$ cat config.mk
export PLATFORM = sky130hd
export DESIGN_NAME = fifo_rr_arbiter
export DESIGN_NICKNAME = d
export VERILOG_FILES = /design/src/rtl/fifo_rr_arbiter_pkg.sv /design/src/rtl/fifo_rr_arbiter_rr_pick.sv /design/src/rtl/fifo_rr_arbiter.sv
export SDC_FILE = /design/constraint.sdc
export NUM_CORES = 1
export LEC_CHECK = 0
export BUFFER_PORTS_ARGS = -buffer_cell sky130_fd_sc_hd__buf_2
export CAP_MARGIN = 20
export CORE_MARGIN = 2
export CORE_UTILIZATION = 41
export DETAILED_ROUTE_END_ITERATION = 12
export HOLD_SLACK_MARGIN = 0.03
export PLACE_DENSITY_LB_ADDON = 0.05
export SYNTH_ARGS = -nofsm -noshare
export SYNTH_HDL_FRONTEND = slang
export SYNTH_HIERARCHICAL = 1
export SYNTH_SLANG_ARGS = --single-unit
export TNS_END_PERCENT = 20
$ cat constraint.sdc
create_clock -name clk -period 2.75 [get_ports clk]
set_input_delay 0.55 -clock clk [delete_from_list [all_inputs] [get_ports clk]]
set_output_delay 0.55 -clock clk [all_outputs]
set_load 0.01 [all_outputs]
$ cat src/rtl/fifo_rr_arbiter_pkg.sv
// Shared types and constants for the round-robin FIFO write-port arbiter.
package fifo_rr_arbiter_pkg;

  typedef enum logic {
    StIdle = 1'b0,
    StBusy = 1'b1
  } state_e;

  localparam int unsigned CntWidth = 8;

endpackage

$ cat src/rtl/fifo_rr_arbiter_rr_pick.sv
// Rotate-priority encoder: first set request bit scanning start+1, start+2, ... with start last.
module fifo_rr_arbiter_rr_pick #(
  parameter int unsigned N    = 4,
  parameter int unsigned IdxW = $clog2(N)
) (
  input  logic [N-1:0]    req_i,
  input  logic [IdxW-1:0] start_i,
  output logic [IdxW-1:0] idx_o,
  output logic            found_o
);

  logic [IdxW-1:0] cand [N];

  always_comb begin
    for (int i = 0; i < N; i++) begin
      cand[i] = IdxW'(({{(32 - IdxW){1'b0}}, start_i} + 32'(i) + 32'd1) % N);
    end
  end

  // Walk from the lowest-priority candidate upwards so the earliest hit wins.
  always_comb begin
    idx_o   = start_i;
    found_o = 1'b0;
    for (int i = N - 1; i >= 0; i--) begin
      if (req_i[cand[i]]) begin
        idx_o   = cand[i];
        found_o = 1'b1;
      end
    end
  end

endmodule

$ cat src/rtl/fifo_rr_arbiter.sv
// Round-robin arbiter sharing one FIFO write port among N_REQ requesters,
// with a per-tenure write quantum and zero-latency write path.
module fifo_rr_arbiter
  import fifo_rr_arbiter_pkg::*;
#(
  parameter int unsigned N_REQ   = 4,
  parameter int unsigned WIDTH   = 8,
  parameter int unsigned QUANTUM = 4,
  localparam int unsigned IdxW   = $clog2(N_REQ)
) (
  input  logic                   clk,
  input  logic                   rst,
  input  logic [N_REQ-1:0]       req_valid,
  input  logic [N_REQ*WIDTH-1:0] req_data,
  output logic [N_REQ-1:0]       req_ready,
  input  logic                   fifo_full,
  output logic                   fifo_wr_en,
  output logic [WIDTH-1:0]       fifo_din,
  output logic [IdxW-1:0]        grant_id,
  output logic                   busy
);

  state_e              state_q, state_d;
  logic [IdxW-1:0]     owner_q, owner_d;
  logic [CntWidth-1:0] cnt_q, cnt_d;

  logic [IdxW-1:0] pick_idx;
  logic            pick_found;
  logic            hold;
  logic [IdxW-1:0] grant_idx;
  logic            grant_vld;
  logic            transfer;
  logic            new_tenure;

  fifo_rr_arbiter_rr_pick #(
    .N    (N_REQ),
    .IdxW (IdxW)
  ) u_rr_pick (
    .req_i   (req_valid),
    .start_i (owner_q),
    .idx_o   (pick_idx),
    .found_o (pick_found)
  );

  assign hold       = (state_q == StBusy) && req_valid[owner_q] &&
                      (cnt_q < CntWidth'(QUANTUM));
  assign grant_idx  = hold ? owner_q : pick_idx;
  assign grant_vld  = hold || pick_found;
  assign transfer   = grant_vld && !fifo_full && !rst;
  assign new_tenure = (state_q == StIdle) || (grant_idx != owner_q) ||
                      (cnt_q == CntWidth'(QUANTUM));

  assign fifo_wr_en = transfer;
  assign grant_id   = owner_q;
  assign busy       = (state_q == StBusy);

  always_comb begin
    req_ready = '0;
    fifo_din  = '0;
    for (int i = 0; i < N_REQ; i++) begin
      if (transfer && (grant_idx == IdxW'(i))) begin
        req_ready[i] = 1'b1;
        fifo_din     = req_data[i*WIDTH +: WIDTH];
      end
    end
  end

  // Backpressure freezes everything so a stalled owner keeps its tenure.
  always_comb begin
    state_d = state_q;
    owner_d = owner_q;
    cnt_d   = cnt_q;
    if (transfer) begin
      state_d = StBusy;
      owner_d = grant_idx;
      cnt_d   = new_tenure ? CntWidth'(1) : cnt_q + CntWidth'(1);
    end else if (!fifo_full) begin
      state_d = StIdle;
    end
  end

  always_ff @(posedge clk) begin
    if (rst) begin
      state_q <= StIdle;
      owner_q <= IdxW'(N_REQ - 1);
      cnt_q   <= '0;
    end else begin
      state_q <= state_d;
      owner_q <= owner_d;
      cnt_q   <= cnt_d;
    end
  end

endmodule

==> results.py <==
metrics = {
    "logic_synthesis": {
        "compound_gate_portion_of_the_synthesized_area_pct": 21.8,
        "async_flop_share_pct": 0,
        "syn-cell-area_um2": 1130,
        "postSynthCellCount": 145,
        "synth_seq_area_share_pct": 19.5,
        "simple_logic_cell_fraction_of_the_synthesized_area_pct": 28.8,
        "avgSynthCellArea_um2": 7.78,
        "ys_dominant_reg_cell": "sky130_fd_sc_hd__dfxtp_1",
        "yosys-mux-area-fraction_pct": 15.5,
        "yosys_register_bits": 11,
        "synth.distinct_cells": 44,
        "count_of_flip_flops_with_a_built_in_enable_after_synthesis": 0,
        "xor_and_xnor_fraction_of_the_mapped_netlist_area_pct": 4.66,
        "synth_adder_area_share_pct": 2.22,
        "synthDominantAreaCellType": "sky130_fd_sc_hd__dfxtp_1",
        "synth.yosys.warnings": 6,
        "largest_family_of_logic_cells_by_synthesized_area": "simple AND/OR/NAND/NOR gates",
        "synth.net_count": 186,
        "yosysTopAreaCellShare_pct": 19.5,
        "synth_area_leaders": "sky130_fd_sc_hd__dfxtp_1, sky130_fd_sc_hd__mux2i_1, sky130_fd_sc_hd__nor2_1",
    },
    "sta": {
        "layout_worst_path_cycle_share_pct": 103,
        "worst_slack_ns": -0.0692,
        "max-slew-margin-rel_pct": 70.2,
        "whs_ns": 0.517,
        "max_freq_mhz": 355,
        "clock_period_minus_final_worst_setup_slack_ns": 2.82,
        "rsz0062_at_grt": "yes",
        "final_max_slew_viol_count": 0,
        "timing_worst_slew_pin_value_ns": 0.443,
        "report.final.hold_viol_count": 0,
        "timing.clock.skew_ns": 0.00559,
        "setup_violations": 8,
    },
    "pwr": {
        "total_power_mw": 0.609,
        "power_per_cell_area_nw_per_um2": 365,
        "power.leakage_nw": 0.812,
        "irDropWorstVdd_mv": 0.287,
    },
    "critical_path": {
        "reg2reg_setup_slack_ns": 0.48,
        "critPathCaptureType": "output pin",
        "worst-endpoint-arrival_ns": 2.27,
        "crit_fanout": 4,
        "crit_slowest_cell": "sky130_fd_sc_hd__mux4_2",
        "worst_r2r_end": "cnt_q[6]$_SDFFE_PP0P_",
        "r2r_start": "grant_id[0]$_SDFFE_PP1P_",
        "path_cells": "buf_2 -> mux4_2 -> a2111oi_4 -> o22ai_4 -> or2_4 -> o221ai_2 -> buf_2",
        "worst_path_largest_cell_delay_ns": 0.51,
        "crit_required_ns": 2.20,
        "worst_setup_path_start_kind": "primary input",
        "critPathKind": "in -> out",
        "crit_path_frequent_cell": "sky130_fd_sc_hd__buf_2",
        "r2r.worst_path.cells": 11,
    },
    "finish": {
        "synthToLayoutAreaGrowth_pct": 48.0,
        "finish.net_count": 260,
        "antennaDiodeCount": 0,
        "drive_above_1_share_pct": 46.8,
    },
    "global_routing": {
        "via_count_of_the_first_global_routing_pass": 1262,
        "grtUsageMet1_pct": 25.0,
        "antenna_found_initial": 0,
        "grt.overflow.total": 0,
        "globalRouteMet3Util_pct": 4.38,
        "pin_count_of_the_biggest_net_entering_global_routing": 16,
        "grt_most_used_layer": "met2",
        "grt_use_met2_pct": 40.4,
        "gr-usage-all-layers_pct": 22.1,
        "wire_length_of_the_first_global_routing_pass_mm": 5.63,
    },
    "clock_tree": {
        "cts-root-to-sink-buffers": 2,
        "cts-htree-levels": 1,
        "clkTransAtPathRegs_ns": 0.08,
        "clk_latency_ns": 0.27,
        "cts_inserted_buffers": 3,
        "clock-root-buffer": "sky130_fd_sc_hd__clkbuf_4",
        "cts_tree": "built",
        "cts.sink_count": 11,
    },
    "die": {
        "die_height_um": 56.5,
        "floorplan.initialDensity_pct": 42.0,
        "area_enclosed_by_the_die_boundary_um2": 3190,
        "die_width_um": 56.5,
        "std_cell_rows": 19,
        "core_outline_area_um2": 2690,
        "top_level_ports": 55,
    },
    "worst_hold_path": {
        "whs_endpoint": "cnt_q[0]$_SDFFE_PP0P_",
        "hold_path.startpoint": "cnt_q[0]$_SDFFE_PP0P_",
        "hold_depth": 1,
        "hold_class": "reg -> reg",
    },
    "routing": {
        "route.detailed.wl_per_inst_um": 14.2,
        "drt-initial-drc-count": 47,
        "antenna_violating_nets_post_route": 0,
        "drt_drc_violations_left": 0,
        "routed_via_density": 5.53,
        "drt_pass1_iterations": 5,
        "dr_total_vias": 1377,
        "wl_mm": 3.54,
    },
    "placement": {
        "dp_hpwl_mm": 2.70,
        "finalWeightedCongestion": 0.922,
        "io_buffers": 54,
    },
    "outcome": {
        "run_status": "finished with violations",
        "failed_checks": "setup timing",
    },
    "job": {
        "drv_cap": 0,
    },
}
area by class of cell:
type                    count  area [µm²]
inverters                  13        48.8
multi-input cells         116         901
repair buffers             74         433
fillers                   255        1020
well taps                  31        38.8
clock buffers               4        26.3
flip-flops and latches     11         223
critical path: cells and delay by family:
| family | cells | cell delay (ns) |
|---|---|---|
| and+or+nand+nor | 1 | 0.28 |
| muxes | 1 | 0.51 |
| buffers and inverters | 2 | 0.27 |
| AOI/OAI and AO/OA | 3 | 0.66 |
placed cells by master, fill, tap and decap left out, types with 4 or more instances in the layout:
| cell type | instances |
|---|---|
| sky130_fd_sc_hd__nand4_1 | 4 |
| sky130_fd_sc_hd__o21ai_0 | 6 |
| sky130_fd_sc_hd__buf_2 | 54 |
| sky130_fd_sc_hd__o22ai_1 | 4 |
| sky130_fd_sc_hd__nand3_1 | 8 |
| sky130_fd_sc_hd__dfxtp_1 | 9 |
| sky130_fd_sc_hd__nand2_1 | 10 |
| sky130_fd_sc_hd__o221ai_2 | 4 |
| sky130_fd_sc_hd__xnor2_1 | 4 |
| sky130_fd_sc_hd__buf_4 | 19 |
| sky130_fd_sc_hd__mux2i_1 | 12 |
| sky130_fd_sc_hd__inv_1 | 12 |
| sky130_fd_sc_hd__nor2_1 | 13 |
| sky130_fd_sc_hd__a31oi_1 | 6 |
what timing repair did:
| action | CTS | global route |
|---|---|---|
| gates resized for setup | 5 | 5 |
| pin swaps | 1 | 4 |
| buffers inserted | 1 | 1 |
| hold buffers | 0 | 0 |
| endpoints found under the setup margin | 11 | 12 |
power breakdown:
part / switching [mW] / internal [mW]
Sequential: 0.00910 / 0.166
Combinational: 0.155 / 0.164
Clock: 0.0577 / 0.0562
Total: 0.222 / 0.387
worst max-delay path by stage:
stage / from / to / slack [ns] / depth (start not counted)
6_report: req_valid[3] / fifo_din[1] / -0.07 / 7
4_1_cts: grant_id[0]$_SDFFE_PP1P_ / fifo_din[1] / -0.08 / 6
5_1_grt: cnt_q[3]$_SDFFE_PP0P_ / fifo_din[1] / -0.19 / 6
3_5_place_dp: req_valid[3] / fifo_din[1] / -0.12 / 7
3_3_place_gp: req_valid[3] / fifo_din[7] / -0.09 / 7
2_1_floorplan: grant_id[0]$_SDFFE_PP1P_ / fifo_din[5] / 0.003 / 7
stage by stage:
stage | instances | utilization [%] | setup slack [ns] | area [µm²] | setup TNS (ns)
floorplan | 145 | - | 0.00322 | 1160 | 0
global placement | 243 | 59.0 | -0.0864 | 1580 | -0.650
detailed placement | 243 | 59.0 | -0.123 | 1580 | -0.795
CTS | 248 | 61.1 | -0.0845 | 1640 | -0.488
global route | 249 | 62.2 | -0.190 | 1670 | -1.36
finish | 249 | 62.2 | -0.0692 | 1670 | -0.336
registers in the layout (all words and copies together) (netlist names):
| register | flops |
|---|---|
| busy | 1 |
| cnt_q | 8 |
| grant_id | 2 |
cells by family after synthesis:
kind of cell,Yosys count
and+or+nand+nor,60
AOI/OAI and AO/OA,32
buffers and inverters,18
muxes,16
DFF,11
xor gates and xnor gates,6
adders and majority gates,2
layer usage:
metal,wire [µm],vias to the layer above
met5,0,-
li1,-,691
met1,1430,636
met2,1900,44
met3,149,6
met4,55,0
cells in the mapped netlist, types with 2 or more instances:
| cell | n |
|---|---|
| sky130_fd_sc_hd__nand2b_1 | 2 |
| sky130_fd_sc_hd__nor3_1 | 4 |
| sky130_fd_sc_hd__mux2_2 | 2 |
| sky130_fd_sc_hd__and4_1 | 2 |
| sky130_fd_sc_hd__nand4_1 | 4 |
| sky130_fd_sc_hd__a21oi_1 | 3 |
| sky130_fd_sc_hd__nand3_1 | 8 |
| sky130_fd_sc_hd__o221ai_1 | 4 |
| sky130_fd_sc_hd__a32oi_1 | 2 |
| sky130_fd_sc_hd__a31oi_1 | 7 |
| sky130_fd_sc_hd__buf_6 | 2 |
| sky130_fd_sc_hd__nor2b_1 | 2 |
| sky130_fd_sc_hd__xor2_1 | 2 |
| sky130_fd_sc_hd__dfxtp_1 | 11 |
| sky130_fd_sc_hd__o21ai_0 | 6 |
| sky130_fd_sc_hd__nor2_1 | 14 |
| sky130_fd_sc_hd__o22ai_1 | 4 |
| sky130_fd_sc_hd__nor4_1 | 2 |
| sky130_fd_sc_hd__xnor2_1 | 4 |
| sky130_fd_sc_hd__ha_1 | 2 |
| sky130_fd_sc_hd__nand2_1 | 10 |
| sky130_fd_sc_hd__inv_1 | 12 |
| sky130_fd_sc_hd__clkbuf_1 | 2 |
| sky130_fd_sc_hd__or3_1 | 2 |
| sky130_fd_sc_hd__mux2i_1 | 13 |
Power figures use the tool's default switching activity.
